**config.mk**
```make
export PLATFORM = sky130hd
export DESIGN_NAME = code_lock_fsm
export DESIGN_NICKNAME = d
export VERILOG_FILES = /design/src/rtl/code_lock_fsm.sv
export SDC_FILE = /design/constraint.sdc
export NUM_CORES = 1
export LEC_CHECK = 0
export BUFFER_PORTS_ARGS = -buffer_cell sky130_fd_sc_hd__buf_2
export CAP_MARGIN = 30
export CORE_UTILIZATION = 55
export CTS_BUF_LIST = sky130_fd_sc_hd__clkbuf_16
export DETAILED_ROUTE_END_ITERATION = 8
export HOLD_SLACK_MARGIN = 0.1
export PLACE_DENSITY_LB_ADDON = 0.05
export RECOVER_POWER = 50
export REMOVE_ABC_BUFFERS = 1
export SKIP_LAST_GASP = 1
export SLEW_MARGIN = 0
export SYNTH_ARGS = -nofsm -noshare
export SYNTH_HDL_FRONTEND = slang
export SYNTH_SLANG_ARGS = --single-unit
```
**constraint.sdc**
```tcl
create_clock -name clock -period 2.7 [get_ports clock]
set_clock_uncertainty 0.2 [all_clocks]
set_input_delay 0.675 -clock clock [delete_from_list [all_inputs] [get_ports clock]]
set_output_delay 0.675 -clock clock [all_outputs]
set_load 0.02 [all_outputs]
```
**src/rtl/code_lock_fsm.sv**
```systemverilog
// -----------------------------------------------------------------------------
// code_lock_fsm
//
// This module is a sequential code-lock controller. It takes a stream of
// DIGIT_W-bit key entries and checks them against a DIGITS-long code. The code
// is captured on the first digit of each attempt.
//
// Once a full attempt has been entered, the controller issues a one-cycle
// grant or deny pulse. It counts consecutive failures, and after MAX_FAILS of
// them it locks out all entries for LOCKOUT_CYCLES cycles. A partial attempt
// that sees no entry for TIMEOUT_CYCLES cycles is silently discarded.
//
// Ports
//   clock        in   system clock, rising edge
//   clear        in   asynchronous active-high reset
//   entry_valid  in   key entry present this cycle
//   entry        in   key value (DIGIT_W)
//   code         in   secret code, digit 0 in the MSB slice (DIGITS*DIGIT_W)
//   unlock       out  one-cycle pulse: correct code entered
//   error        out  one-cycle pulse: wrong code entered
//   locked_out   out  high while entries are ignored due to lockout
//   digit_idx    out  index of the next expected digit
//   fail_count   out  consecutive failed attempts
//   grant_count  out  successful attempts, wraps mod 2^CNT_W
//   state        out  ENTER=0, GRANT=1, DENY=2, LOCKOUT=3
// -----------------------------------------------------------------------------
module code_lock_fsm #(
  parameter int DIGIT_W        = 2,
  parameter int DIGITS         = 4,
  parameter int MAX_FAILS      = 3,
  parameter int LOCKOUT_CYCLES = 16,
  parameter int TIMEOUT_CYCLES = 64,
  parameter int CNT_W          = 8
) (
  input  logic                          clock,
  input  logic                          clear,
  input  logic                          entry_valid,
  input  logic [DIGIT_W-1:0]            entry,
  input  logic [DIGITS*DIGIT_W-1:0]     code,
  output logic                          unlock,
  output logic                          error,
  output logic                          locked_out,
  output logic [$clog2(DIGITS)-1:0]     digit_idx,
  output logic [$clog2(MAX_FAILS+1)-1:0] fail_count,
  output logic [CNT_W-1:0]              grant_count,
  output logic [1:0]                    state
);

  localparam int CODE_W = DIGITS * DIGIT_W;
  localparam int IDX_W  = $clog2(DIGITS);
  localparam int FC_W   = $clog2(MAX_FAILS + 1);
  localparam int LOCK_W = $clog2(LOCKOUT_CYCLES + 1);
  localparam int IDLE_W = $clog2(TIMEOUT_CYCLES + 1);

  typedef enum logic [1:0] {
    S_ENTER   = 2'd0,
    S_GRANT   = 2'd1,
    S_DENY    = 2'd2,
    S_LOCKOUT = 2'd3
  } state_e;

  state_e              state_q;
  logic [IDX_W-1:0]    idx_q;
  logic [FC_W-1:0]     fail_q;
  logic [CNT_W-1:0]    grant_q;
  logic                mismatch_q;
  logic [CODE_W-1:0]   code_q;
  logic [LOCK_W-1:0]   lock_cnt_q;
  logic [IDLE_W-1:0]   idle_q;
  logic                unlock_q;
  logic                error_q;
  logic                locked_q;

  // The first digit is judged against the live code input, because the
  // captured copy is only written on that same edge.
  logic [CODE_W-1:0]   ref_code;
  logic [DIGIT_W-1:0]  exp_digit;
  logic                digit_bad;
  logic                last_digit;
  logic [FC_W-1:0]     fail_inc;

  assign ref_code   = (idx_q == '0) ? code : code_q;
  assign exp_digit  = ref_code[(DIGITS - 1 - int'(idx_q)) * DIGIT_W +: DIGIT_W];
  assign digit_bad  = (entry != exp_digit);
  assign last_digit = (idx_q == IDX_W'(DIGITS - 1));
  assign fail_inc   = fail_q + FC_W'(1);

  // NOTE: every register in this block, including the captured code copy, is
  // cleared by the async reset and assigned with <= so all state updates see
  // the pre-edge values of each other.
  always_ff @(posedge clock or posedge clear) begin
    if (clear) begin
      state_q    <= S_ENTER;
      idx_q      <= '0;
      fail_q     <= '0;
      grant_q    <= '0;
      mismatch_q <= 1'b0;
      code_q     <= '0;
      lock_cnt_q <= '0;
      idle_q     <= '0;
      unlock_q   <= 1'b0;
      error_q    <= 1'b0;
      locked_q   <= 1'b0;
    end else begin
      // Pulses last exactly one cycle unless re-asserted below.
      unlock_q <= 1'b0;
      error_q  <= 1'b0;
      case (state_q)
        S_ENTER: begin
          if (entry_valid) begin
            idle_q <= '0;
            if (idx_q == '0) code_q <= code;
            if (last_digit) begin
              idx_q      <= '0;
              mismatch_q <= 1'b0;
              if (mismatch_q || digit_bad) begin
                state_q <= S_DENY;
                error_q <= 1'b1;
              end else begin
                state_q  <= S_GRANT;
                unlock_q <= 1'b1;
              end
            end else begin
              // All digits are consumed even after a mismatch, so the
              // attempt length never reveals which digit was wrong.
              idx_q      <= idx_q + IDX_W'(1);
              mismatch_q <= mismatch_q | digit_bad;
            end
          end else if (idx_q != '0) begin
            // Abort a stale partial attempt. An entry arriving on the firing
            // cycle takes the branch above instead, so the entry wins.
            if (idle_q == IDLE_W'(TIMEOUT_CYCLES - 1)) begin
              idx_q      <= '0;
              mismatch_q <= 1'b0;
              idle_q     <= '0;
            end else begin
              idle_q <= idle_q + IDLE_W'(1);
            end
          end
        end

        S_GRANT: begin
          fail_q  <= '0;
          grant_q <= grant_q + CNT_W'(1);
          state_q <= S_ENTER;
        end

        S_DENY: begin
          fail_q <= fail_inc;
          if (fail_inc == FC_W'(MAX_FAILS)) begin
            state_q    <= S_LOCKOUT;
            locked_q   <= 1'b1;
            lock_cnt_q <= '0;
          end else begin
            state_q <= S_ENTER;
          end
        end

        S_LOCKOUT: begin
          if (lock_cnt_q == LOCK_W'(LOCKOUT_CYCLES - 1)) begin
            state_q    <= S_ENTER;
            locked_q   <= 1'b0;
            fail_q     <= '0;
            mismatch_q <= 1'b0;
          end else begin
            lock_cnt_q <= lock_cnt_q + LOCK_W'(1);
          end
        end

        default: state_q <= S_ENTER;
      endcase
    end
  end

  assign unlock      = unlock_q;
  assign error       = error_q;
  assign locked_out  = locked_q;
  assign digit_idx   = idx_q;
  assign fail_count  = fail_q;
  assign grant_count = grant_q;
  assign state       = state_q;

endmodule

```
==> flow_summary.rst, run 1 <==
.. list-table::
   :header-rows: 1

   * - Metric
     - Value
   * - Vias post-DR
     - ~1400
   * - Post-synthesis instance area
     - roughly 1900 um2
   * - Crit path required time
     - around 2.7 ns
   * - Post-route cell area
     - 2240 um2
   * - Number of flops mapped to enable cells by yosys
     - 0
   * - Max rail drop VDD
     - approximately 0.63 mV
   * - Static power due to leakage
     - 1.09 nW
   * - Routed WL per cell
     - around 15 um
   * - Outcome
     - finished, final reports clean
   * - Mapped Avg Cell Area
     - about 11 um2
   * - Vertical extent of the die
     - between 60 and 70 um
   * - Effective utilization at floorplan
     - ~60%
   * - Total detailed-routing wirelength
     - between 3000 and 4000 um
   * - Kind of end point of the critical path
     - register
   * - Routed metal-1 wire length
     - 1520 um
   * - Max H-tree Level
     - 2
   * - Power per cell area
     - about 1100 nW/um2
   * - Core area
     - 3150 um2
   * - Worst EP arrival
     - approximately 2.4 ns
   * - Count of buffers from port buffering
     - 29
   * - First-pass iteration count of the detailed router
     - 4
   * - Setup bufs post-CTS
     - 0
   * - Crit path time final
     - roughly 2.4 ns
   * - Pre-CTS worst setup slack
     - about 0.13 ns
   * - CTS Sinks
     - 38
   * - Seq/Total Area, Yosys
     - slightly above 50%
   * - Area overhead of the layout relative to synthesis
     - 19.1%
   * - CP startpoint kind
     - register
   * - Clock tree buffer depth
     - 2
   * - Leftover overflow at the end of global routing
     - 0
   * - # setup viols final
     - 0
   * - Headroom to the max-slew limit
     - between 30% and 40%
   * - Number of nets in the layout
     - 227
   * - Die width
     - just over 60 um
   * - Post-DP HPWL
     - 2550 um
   * - Clock tree from TritonCTS
     - done
   * - Number of nets with antenna violations after detailed routing
     - 0
   * - Number of maximum-capacitance violations
     - 0
   * - Number of buffers created by CTS
     - 5
   * - I/O pin count
     - 30
   * - Number of distinct standard cells referenced by the synthesized netlist
     - 37
   * - Total cell area at the placement stage
     - about 2100 um2
   * - Master cell of the clock root buffer
     - clkbuf_16
   * - Synthesis Warnings
     - 0
   * - Worst Hold Class
     - register to register
   * - Final TNS setup
     - 0 ns
   * - Combined global-route utilization of all metal layers
     - 23.1%
   * - Non-filler instance count after layout
     - 252
   * - Via count of the first global-routing pass
     - between 1000 and 1500
   * - Initial antenna violation count
     - 0
   * - Number of synthesized register bits
     - 38
   * - Max Clk Rate
     - 412 MHz
   * - Maximum fanout along the worst path
     - 10
   * - Number of inserted filler cells in the final layout
     - about 240
   * - Worst-Margin Slew
     - about 0.93 ns
   * - Met3 routed wirelength
     - ~140 um
   * - Met2 wire len
     - 1910 um
   * - Area of the die
     - around 3700 um2
   * - Detailed Route Iter0 Violations
     - between 90 and 100
   * - Maximum number of pins on one net before global-route repair
     - 39
   * - Share of flip-flops with an asynchronous set or reset
     - 100%
   * - Number of max-slew violations in the final report
     - 0
   * - Via-per-instance ratio
     - around 5.6
   * - Final core utilization
     - between 70 and 80%
   * - PnR worst setup slack
     - 0.273 ns
   * - RSZ-0062 raised after global routing
     - no
   * - Synthesized instance count
     - 172
   * - Remaining routing DRC violations
     - 0
   * - Final period util
     - between 80 and 90%
   * - Number of cells in the design after placement
     - 244
   * - Register clock-pin slew on the reported worst setup and hold paths
     - 0.06 ns
   * - Clk Latency, worst-skew pair
     - roughly 0.28 ns
   * - Final number of hold-violating endpoints
     - 0
   * - Critical path class
     - register to register
   * - Top Layer Used
     - met4
   * - Standard-cell row count
     - 20
   * - Share of post-route cells with drive strength above 1
     - roughly 25%
   * - Global-route wire length before repair
     - 6110 um
   * - Ant diodes
     - 0
   * - Number of hold buffers added after CTS
     - 0
   * - Gpl congestion
     - a little over 0.8
   * - Commonest register cell after synthesis
     - dfrtp_1
-- placed cells by master, fill, tap and decap left out, types with 2 or more instances in the layout --
master     count
and2_1         3
nand2b_1       3
nor2_1        12
dfrtp_1       38
ha_1           6
xor2_1         7
xnor2_2        2
mux2_2         9
inv_1          9
clkinv_2       2
nand4_1        3
mux2i_1        8
xnor2_1        5
buf_2         26
a21oi_1        6
buf_4          2
nor3_1         3
o31ai_1        2
nand3_1        4
nand2_1       16
clkbuf_1       3
clkbuf_16      5
mux4_2         2
o21ai_0       11
and3_1         4
-- worst max-delay path: stages, from the launching register on --
cell     delay [ns]
dfrtp_1        0.41
inv_1          0.12
ha_2           0.36
mux2i_1        0.13
mux4_2         0.51
xnor2_2        0.15
nor3_1         0.29
o21ai_1        0.12
-- logic make-up (layout without fill, tap and decap cells) --
logic type	Yosys count	in the layout	share of synthesized area (%)
XOR/XNOR	14	14	7.30
adder cells (fa/ha/maj)	7	7	4.65
AND/OR/NAND/NOR	55	55	14.3
buffers and inverters	13	49	3.05
multiplexers	19	19	12.0
AO/OA/AOI/OAI	26	26	8.17
flip-flops	38	38	50.5
-- final cells by class --
| class | instances | area [um2] | share of cell area (%) |
|---|---|---|---|
| Inverter | 9 | 33.8 | 1.51 |
| Timing Repair Buffer | 32 | 161 | 7.19 |
| Clock buffer | 5 | 125 | 5.57 |
| Clock inverter | 3 | 40.0 | 1.78 |
| Tap cell | 44 | 55.1 | 2.45 |
| Multi-Input combinational cell | 121 | 878 | 39.1 |
| Sequential cell | 38 | 951 | 42.4 |
-- synth_stat cells, types with 3 or more instances --
cell type | n | area (um2)
dfrtp_1 | 38 | 951
and2_1 | 3 | 18.8
nor3_1 | 3 | 15.0
and3_1 | 4 | 25.0
nand3_1 | 4 | 20.0
xnor2_1 | 5 | 43.8
nand4_1 | 3 | 18.8
nand2b_1 | 3 | 18.8
a21oi_1 | 6 | 30.0
ha_1 | 7 | 87.6
mux2_2 | 9 | 101
nand2_1 | 16 | 60.1
nor2_1 | 12 | 45.0
xor2_1 | 7 | 61.3
o21ai_0 | 11 | 55.1
inv_1 | 9 | 33.8
mux2i_1 | 8 | 80.1
-- layer usage --
layer | vias up | track usage (%)
met4 | 0 | 13.6
li1 | 666 | -
met3 | 12 | 6.61
met1 | 700 | 25.4
met2 | 26 | 39.9
met5 | - | 0
-- state kept, by name, indices dropped and copies added (netlist names) --
signal and count:
mismatch_q 1, grant_count 8, unlock 1, locked_out 1, fail_count 2, error 1
lock_cnt_q 5, code_q 8, digit_idx 2, idle_q 7, state 2
-- what timing repair did --
action | CTS | global route
hold endpoints to repair | 0 | 0
resized for setup | 0 | 1
setup endpoints to repair | 0 | 4
-- power breakdown --
part           internal [mW]  switching, mW  total [mW]
Combinational          0.415          0.470       0.885
Sequential             0.734          0.158       0.892
Clock                  0.432          0.218       0.650
Total                   1.58          0.846        2.43
-- metrics by stage --
| stage | power, mW | hold WS (ns) |
|---|---|---|
| 2_1_floorplan | 1.54 | 0.234 |
| 3_3_place_gp | 1.73 | 0.257 |
| 3_5_place_dp | 1.78 | 0.260 |
| 4_1_cts | 2.45 | 0.272 |
| 5_1_grt | 2.58 | 0.306 |
| 6_report | 2.43 | 0.273 |
-- path summary, 6_finish.rpt --
kind | depth (start not counted) | end | slack [ns] | from
max | 7 | mismatch_q | 0.27 | digit_idx[1]
min in group asynchronous | 3 | grant_count[7] | 0.47 | clear
min reg2reg | 1 | grant_count[7] | 0.27 | grant_count[7]
max reg2reg | 7 | mismatch_q | 0.27 | digit_idx[1]
min | 1 | grant_count[7] | 0.27 | grant_count[7]
max in group asynchronous | 3 | idle_q[1] | 1.26 | clear
No activity file was read; power rests on OpenSTA's default activity.
==> run 2, diff against run 1 <==
Settings changed: MAX_ROUTING_LAYER set to met4.
==> run 2 against run 1 <==
Effect of this change:
- worst setup slack is essentially flat
- first-iteration DRC count did not move
- register-to-register slack about the same
- die area did not move
- design area unchanged
- final cell count is the same
- sequential share of layout area unchanged
- combinational power hardly changed
- flip-flop and latch count unchanged
- non-clock buffer count is the same
- global-route usage is 0.71 points higher
- critical endpoint unchanged
- largest cell class unchanged
- highest routed layer unchanged
==> flow_summary.rst, run 2 (synthesis gave the netlist of run 1 again) <==
.. list-table::
   :header-rows: 1

   * - Metric
     - Value
   * - Via-per-instance ratio
     - 5.57
   * - Critical path class
     - register to register
   * - Max Clk Rate
     - 412 MHz
   * - Crit path required time
     - approximately 2.7 ns
   * - Vias post-DR
     - roughly 1400
   * - Remaining routing DRC violations
     - 0
   * - Hold wc startpoint
     - grant_count[7]
   * - CP max stage delay
     - between 0.5 and 0.6 ns
   * - First element of the critical path
     - digit_idx[1]
   * - Count of instances resized after the clock tree is built
     - 0
   * - Final period util
     - between 80% and 90%
   * - Detailed Route Iter0 Violations
     - 96
   * - Leftover overflow at the end of global routing
     - 0
   * - Static power due to leakage
     - between 1 and 1.5 nW
   * - Number of max-slew violations in the final report
     - 0
   * - Setup bufs post-CTS
     - 0
   * - Maximum number of pins on one net before global-route repair
     - 39
   * - Area of all sequential standard cells
     - roughly 950 um2
   * - Cell with the largest stage delay on the worst path
     - mux4_2
   * - Logic pwr share
     - roughly 37%
   * - Standard-cell row count
     - 20
   * - Via count of the first global-routing pass
     - approximately 1400
   * - Global-route wire length before repair
     - 6110 um
   * - Number of inserted filler cells in the final layout
     - between 200 and 250
   * - Power per cell area
     - about 1100 nW/um2
   * - Clk Latency, worst-skew pair
     - around 0.28 ns
   * - Area of the die
     - approximately 3700 um2
   * - Most used cells in the layout excluding fill and tap cells
     - dfrtp_1, buf_2, nand2_1
   * - Worst Hold Class
     - register to register
   * - Internal portion of total power
     - ~1.6 mW
   * - CP startpoint kind
     - register
   * - Number of maximum-capacitance violations
     - 0
   * - Maximum fanout along the worst path
     - 10
   * - Most common cell after layout, fill and taps aside
     - dfrtp_1
   * - Worst-Margin Slew
     - 0.926 ns
   * - Area overhead of the layout relative to synthesis
     - 19.1%
   * - First-pass iteration count of the detailed router
     - 4
   * - Worst EP arrival
     - 2.38 ns
   * - Clock group share of total power
     - between 20 and 30%
   * - Share of post-route cells with drive strength above 1
     - 25.5%
   * - Number of hold buffers added after CTS
     - 0
   * - Share of power burned in registers
     - between 30% and 40%
   * - Vertical extent of the die
     - roughly 61 um
   * - Net Sw Frac
     - between 30% and 40%
   * - CTS Sinks
     - 38
   * - Outcome
     - finished, final reports clean
   * - Final TNS setup
     - 0 ns
   * - Number of buffers created by CTS
     - 5
   * - Core area
     - roughly 3200 um2
   * - Area used by multi-input combinational logic
     - roughly 880 um2
   * - Number of nets with antenna violations after detailed routing
     - 0
   * - Master cell of the clock root buffer
     - clkbuf_16
   * - Cells traversed along the worst timing path
     - inv_1, ha_2, mux2i_1, mux4_2, xnor2_2, nor3_1, o21ai_1
   * - Number of nets in the layout
     - about 230
   * - Worst Hold Margin
     - between 0.2 and 0.3 ns
   * - Kind of end point of the critical path
     - register
   * - Initial antenna violation count
     - 0
   * - Die width
     - 60.5 um
   * - Headroom to the max-slew limit
     - a little under two fifths
   * - Gpl congestion
     - around 0.84
   * - Total detailed-routing wirelength
     - ~3700 um
   * - Reg-to-reg critical path startpoint
     - digit_idx[1]
   * - I/O pin count
     - 30
   * - Net switching power
     - roughly 850 uW
   * - Final number of hold-violating endpoints
     - 0
   * - Count of buffers from port buffering
     - 29
   * - Max rail drop VDD
     - 0.627 mV
   * - RSZ-0062 raised after global routing
     - no
   * - Max H-tree Level
     - 2
   * - Clock tree buffer depth
     - 2
   * - Effective utilization at floorplan
     - approximately 60%
   * - Clock tree from TritonCTS
     - done
   * - Register clock-pin slew on the reported worst setup and hold paths
     - about 0.060 ns
   * - Routed WL per cell
     - roughly 15 um
   * - Ant diodes
     - 0
   * - Crit path time final
     - ~2.4 ns
   * - # setup viols final
     - 0
   * - Post-DP HPWL
     - about 2600 um
   * - Combined global-route utilization of all metal layers
     - roughly a quarter
run 2: per-layer routing:
metal  global-route usage (%)  part of all wire, %  wire (um)  up-vias
met3                     6.61                  3.7        135       12
met1                     25.1                   41       1520      699
li1                         -                    -          -      666
met2                     40.0                   52       1910       26
met5                        -                    0          0        -
met4                     13.6                  2.6         96        0
run 2: power by group through the flow:
stage	combinational (mW)	sequential (mW)	clock, mW
finish	0.885	0.892	0.650
global route	0.981	0.916	0.686
floorplan	0.594	0.945	0
CTS	0.892	0.890	0.666
global placement	0.851	0.883	0
detailed placement	0.883	0.897	0
run 2: path summary, 6_finish.rpt:
path	slack (ns)	to	cells past startpoint
max	0.27	mismatch_q	7
min	0.27	grant_count[7]	1
max reg2reg	0.27	mismatch_q	7
min reg2reg	0.27	grant_count[7]	1
max in group asynchronous	1.26	idle_q[1]	3
min in group asynchronous	0.47	grant_count[7]	3
run 2: cell type report:
type                       instances  share of cell area [%]
sequential                        38                    42.4
multi-input combinational        121                    39.1
timing repair buffer              32                    7.19
clock buffer                       5                    5.57
tap                               44                    2.45
clock inverter                     3                    1.78
inverter                           9                    1.51
run 2: metrics by stage:
step / instance area [um2] / utilization [%] / setup WS (ns) / total power, mW / instances
2_1_floorplan: 1860 / - / 0.209 / 1.54 / 168
5_1_grt: 2240 / 71.2 / 0.123 / 2.58 / 252
3_5_place_dp: 2080 / 66.1 / 0.125 / 1.78 / 244
4_1_cts: 2250 / 71.3 / 0.112 / 2.45 / 252
3_3_place_gp: 2080 / 66.1 / 0.262 / 1.73 / 244
6_report: 2240 / 71.2 / 0.273 / 2.43 / 252
run 2: worst max-delay path: cells and delay by family (launching register included):
kind / cells / cell delay (ns)
AO/OA/AOI/OAI: 1 / 0.12
XOR/XNOR: 1 / 0.15
adder cells (fa/ha/maj): 1 / 0.36
buffers and inverters: 1 / 0.12
flip-flops: 1 / 0.41
multiplexers: 2 / 0.64
AND/OR/NAND/NOR: 1 / 0.29
==> run 3, diff against run 2 <==
Clock period 2.7 ns to 2.4 ns, I/O delays scaled along.
==> run 3 against run 2 <==
Effect of this change:
- register-to-register slack lost 0.18 ns
- design area grew 2.7%
- power grew 19%
- final cell count grew 2.0%
- worst setup slack lost 0.18 ns
- largest cell class unchanged
- via count shrank 2.2%
- clock power grew 29%
- flip-flop and latch count is the same
- highest routed layer unchanged
- sequential power grew 11%
- core utilization grew 1.9 points
- largest power group is now combinational logic
==> flow_summary.rst, run 3 (synthesis gave the netlist of run 1 again) <==
.. list-table::
   :header-rows: 1

   * - Metric
     - Value
   * - Maximum number of pins on one net before global-route repair
     - 25
   * - Final period util
     - about 96%
   * - Share of post-route cells with drive strength above 1
     - around 26%
   * - RSZ-0062 raised after global routing
     - yes
   * - Cell with the largest stage delay on the worst path
     - mux4_2
   * - I/O pin count
     - 30
   * - Via count of the first global-routing pass
     - 1324
   * - Ant diodes
     - 0
   * - Cells traversed along the worst timing path
     - inv_1, ha_1, buf_4, mux2i_1, mux4_2, xnor2_2, nor3_2, o21bai_1
   * - Total cell area at the placement stage
     - 2120 um2
   * - Sum of internal, switching and leakage power
     - 2.88 mW
   * - Maximum fanout along the worst path
     - 8
   * - Global-route wire length before repair
     - ~5700 um
   * - Leftover overflow at the end of global routing
     - 0
   * - Outcome
     - finished, final reports clean
   * - Number of inserted filler cells in the final layout
     - 243
   * - Vertical extent of the die
     - about 61 um
   * - Core area
     - 3150 um2
   * - Kind of end point of the critical path
     - register
   * - Number of nets in the layout
     - 232
   * - Clock tree buffer depth
     - 2
   * - Max H-tree Level
     - 2
   * - CP startpoint kind
     - register
   * - Number of maximum-capacitance violations
     - 0
   * - Area of the die
     - 3660 um2
   * - Area of all sequential standard cells
     - about 950 um2
   * - Post-DP HPWL
     - ~2600 um
   * - Initial antenna violation count
     - 0
   * - Vias post-DR
     - 1372
   * - Crit path required time
     - between 2 and 2.5 ns
   * - Total detailed-routing wirelength
     - approximately 3500 um
   * - Destination of the worst register-to-register timing path
     - state[1]
   * - Post-route cell area
     - about 2300 um2
   * - Effective utilization at floorplan
     - 59.8%
   * - Clk Latency, worst-skew pair
     - around 0.28 ns
   * - Standard-cell row count
     - 20
   * - Area used by multi-input combinational logic
     - slightly below 900 um2
   * - Most used cells in the layout excluding fill and tap cells
     - dfrtp_1, buf_2, nand2_1
   * - Remaining routing DRC violations
     - 0
   * - Register clock-pin slew on the reported worst setup and hold paths
     - around 0.06 ns
   * - Combined global-route utilization of all metal layers
     - around 22%
   * - Gpl congestion
     - 0.820
   * - Final number of hold-violating endpoints
     - 0
   * - Setup bufs post-CTS
     - 0
   * - Routed WL per cell
     - 13.8 um
   * - Master cell of the clock root buffer
     - clkbuf_16
   * - Worst Hold Class
     - register to register
   * - Max Clk Rate
     - approximately 430 MHz
   * - CTS Sinks
     - 38
   * - Worst Hold Margin
     - roughly 0.27 ns
   * - Most common cell after layout, fill and taps aside
     - dfrtp_1
   * - First-pass iteration count of the detailed router
     - 4
   * - Number of max-slew violations in the final report
     - 0
   * - First element of the critical path
     - digit_idx[0]
   * - Capturing element of the worst setup path
     - state[1]
   * - Area overhead of the layout relative to synthesis
     - 22.4%
   * - Cell depth of the worst flop-to-flop path
     - 8
   * - Critical path class
     - register to register
   * - Static power due to leakage
     - roughly 1.1 nW
   * - Headroom to the max-slew limit
     - ~16%
   * - Count of buffers from port buffering
     - 29
   * - PnR worst setup slack
     - approximately 0.098 ns
   * - # setup viols final
     - 0
   * - CP max stage delay
     - 0.50 ns
   * - Number of buffers created by CTS
     - 5
   * - Setup slack of the worst register-to-register path
     - slightly below 0.1 ns
   * - Clock tree from TritonCTS
     - done
   * - Detailed Route Iter0 Violations
     - 56
   * - Power per cell area
     - 1250 nW/um2
   * - Worst-Margin Slew
     - around 1.3 ns
   * - Reg-to-reg critical path startpoint
     - digit_idx[0]
   * - Pre-CTS worst setup slack
     - just over 0.01 ns
   * - Via-per-instance ratio
     - roughly 5.3
   * - Worst EP arrival
     - 2.26 ns
   * - Die width
     - 60.5 um
   * - Number of nets with antenna violations after detailed routing
     - 0
   * - Max rail drop VDD
     - ~0.78 mV
   * - Crit path time final
     - about 2.3 ns
==> run 3: changes by cell type in the layout (fill, tap and decap cells not counted), sizes merged <==
| cell | previous run | this run |
|---|---|---|
| clkinv | 2 | 1 |
| bufinv | 1 | 2 |
| clkbuf | 9 | 11 |
| buf | 28 | 31 |
==> run 3: how the worst min path moves through the flow <==
stage	start	endpoint	slack (ns)	cells after the start
3_5_place_dp	grant_count[7]	grant_count[7]	0.26	1
2_1_floorplan	mismatch_q	unlock	0.23	1
6_report	grant_count[7]	grant_count[7]	0.27	1
5_1_grt	grant_count[7]	grant_count[7]	0.30	1
3_3_place_gp	grant_count[7]	grant_count[7]	0.26	1
4_1_cts	clear	code_q[0]	0.13	3
==> run 3: final cells by class <==
cell class,instances,share of cell area (%)
inverter,9,1.47
clock buffer,5,5.43
sequential,38,41.2
timing repair buffer,37,8.25
tap,44,2.39
multi-input combinational,121,38.5
clock inverter,3,2.77
==> run 3: report_power, final <==
part	leakage (nW)	total (mW)	switching [mW]	internal, mW
clock network	0.0915	0.838	0.247	0.591
registers	0.492	0.991	0.166	0.825
logic	0.530	1.05	0.551	0.499
total	1.11	2.88	0.964	1.92
==> run 3: per-stage QoR <==
stage                     util, %  std cells  setup TNS, ns
after floorplan                 -        168         -0.307
after global placement       67.3        249              0
after detailed placement     67.3        249              0
after CTS                    73.3        257              0
after global routing         73.1        257        -0.0201
final                        73.1        257              0
==> run 3: critical path, delay by kind of cell (launching register included) <==
family	cells	cell delay [ns]
buf+inv	2	0.30
xor+xnor	1	0.16
simple gates	1	0.24
fa+ha+maj	1	0.19
mux	2	0.60
compound gates	1	0.11
flops	1	0.38
==> run 3: repair_timing <==
action / 4_1_cts / 5_1_grt
setup endpoints to repair: 0 / 5
hold buffers: 0 / 0
resized for setup: 0 / 2
==> run 3: routing by layer <==
layer  GRT usage, %  up-vias  routed length (um)
li1               -      676                   -
met1           24.8      663                1560
met2           38.1       27                1800
met3           4.05        6                 139
met4           11.0        0                  47
met5              -        -                   0
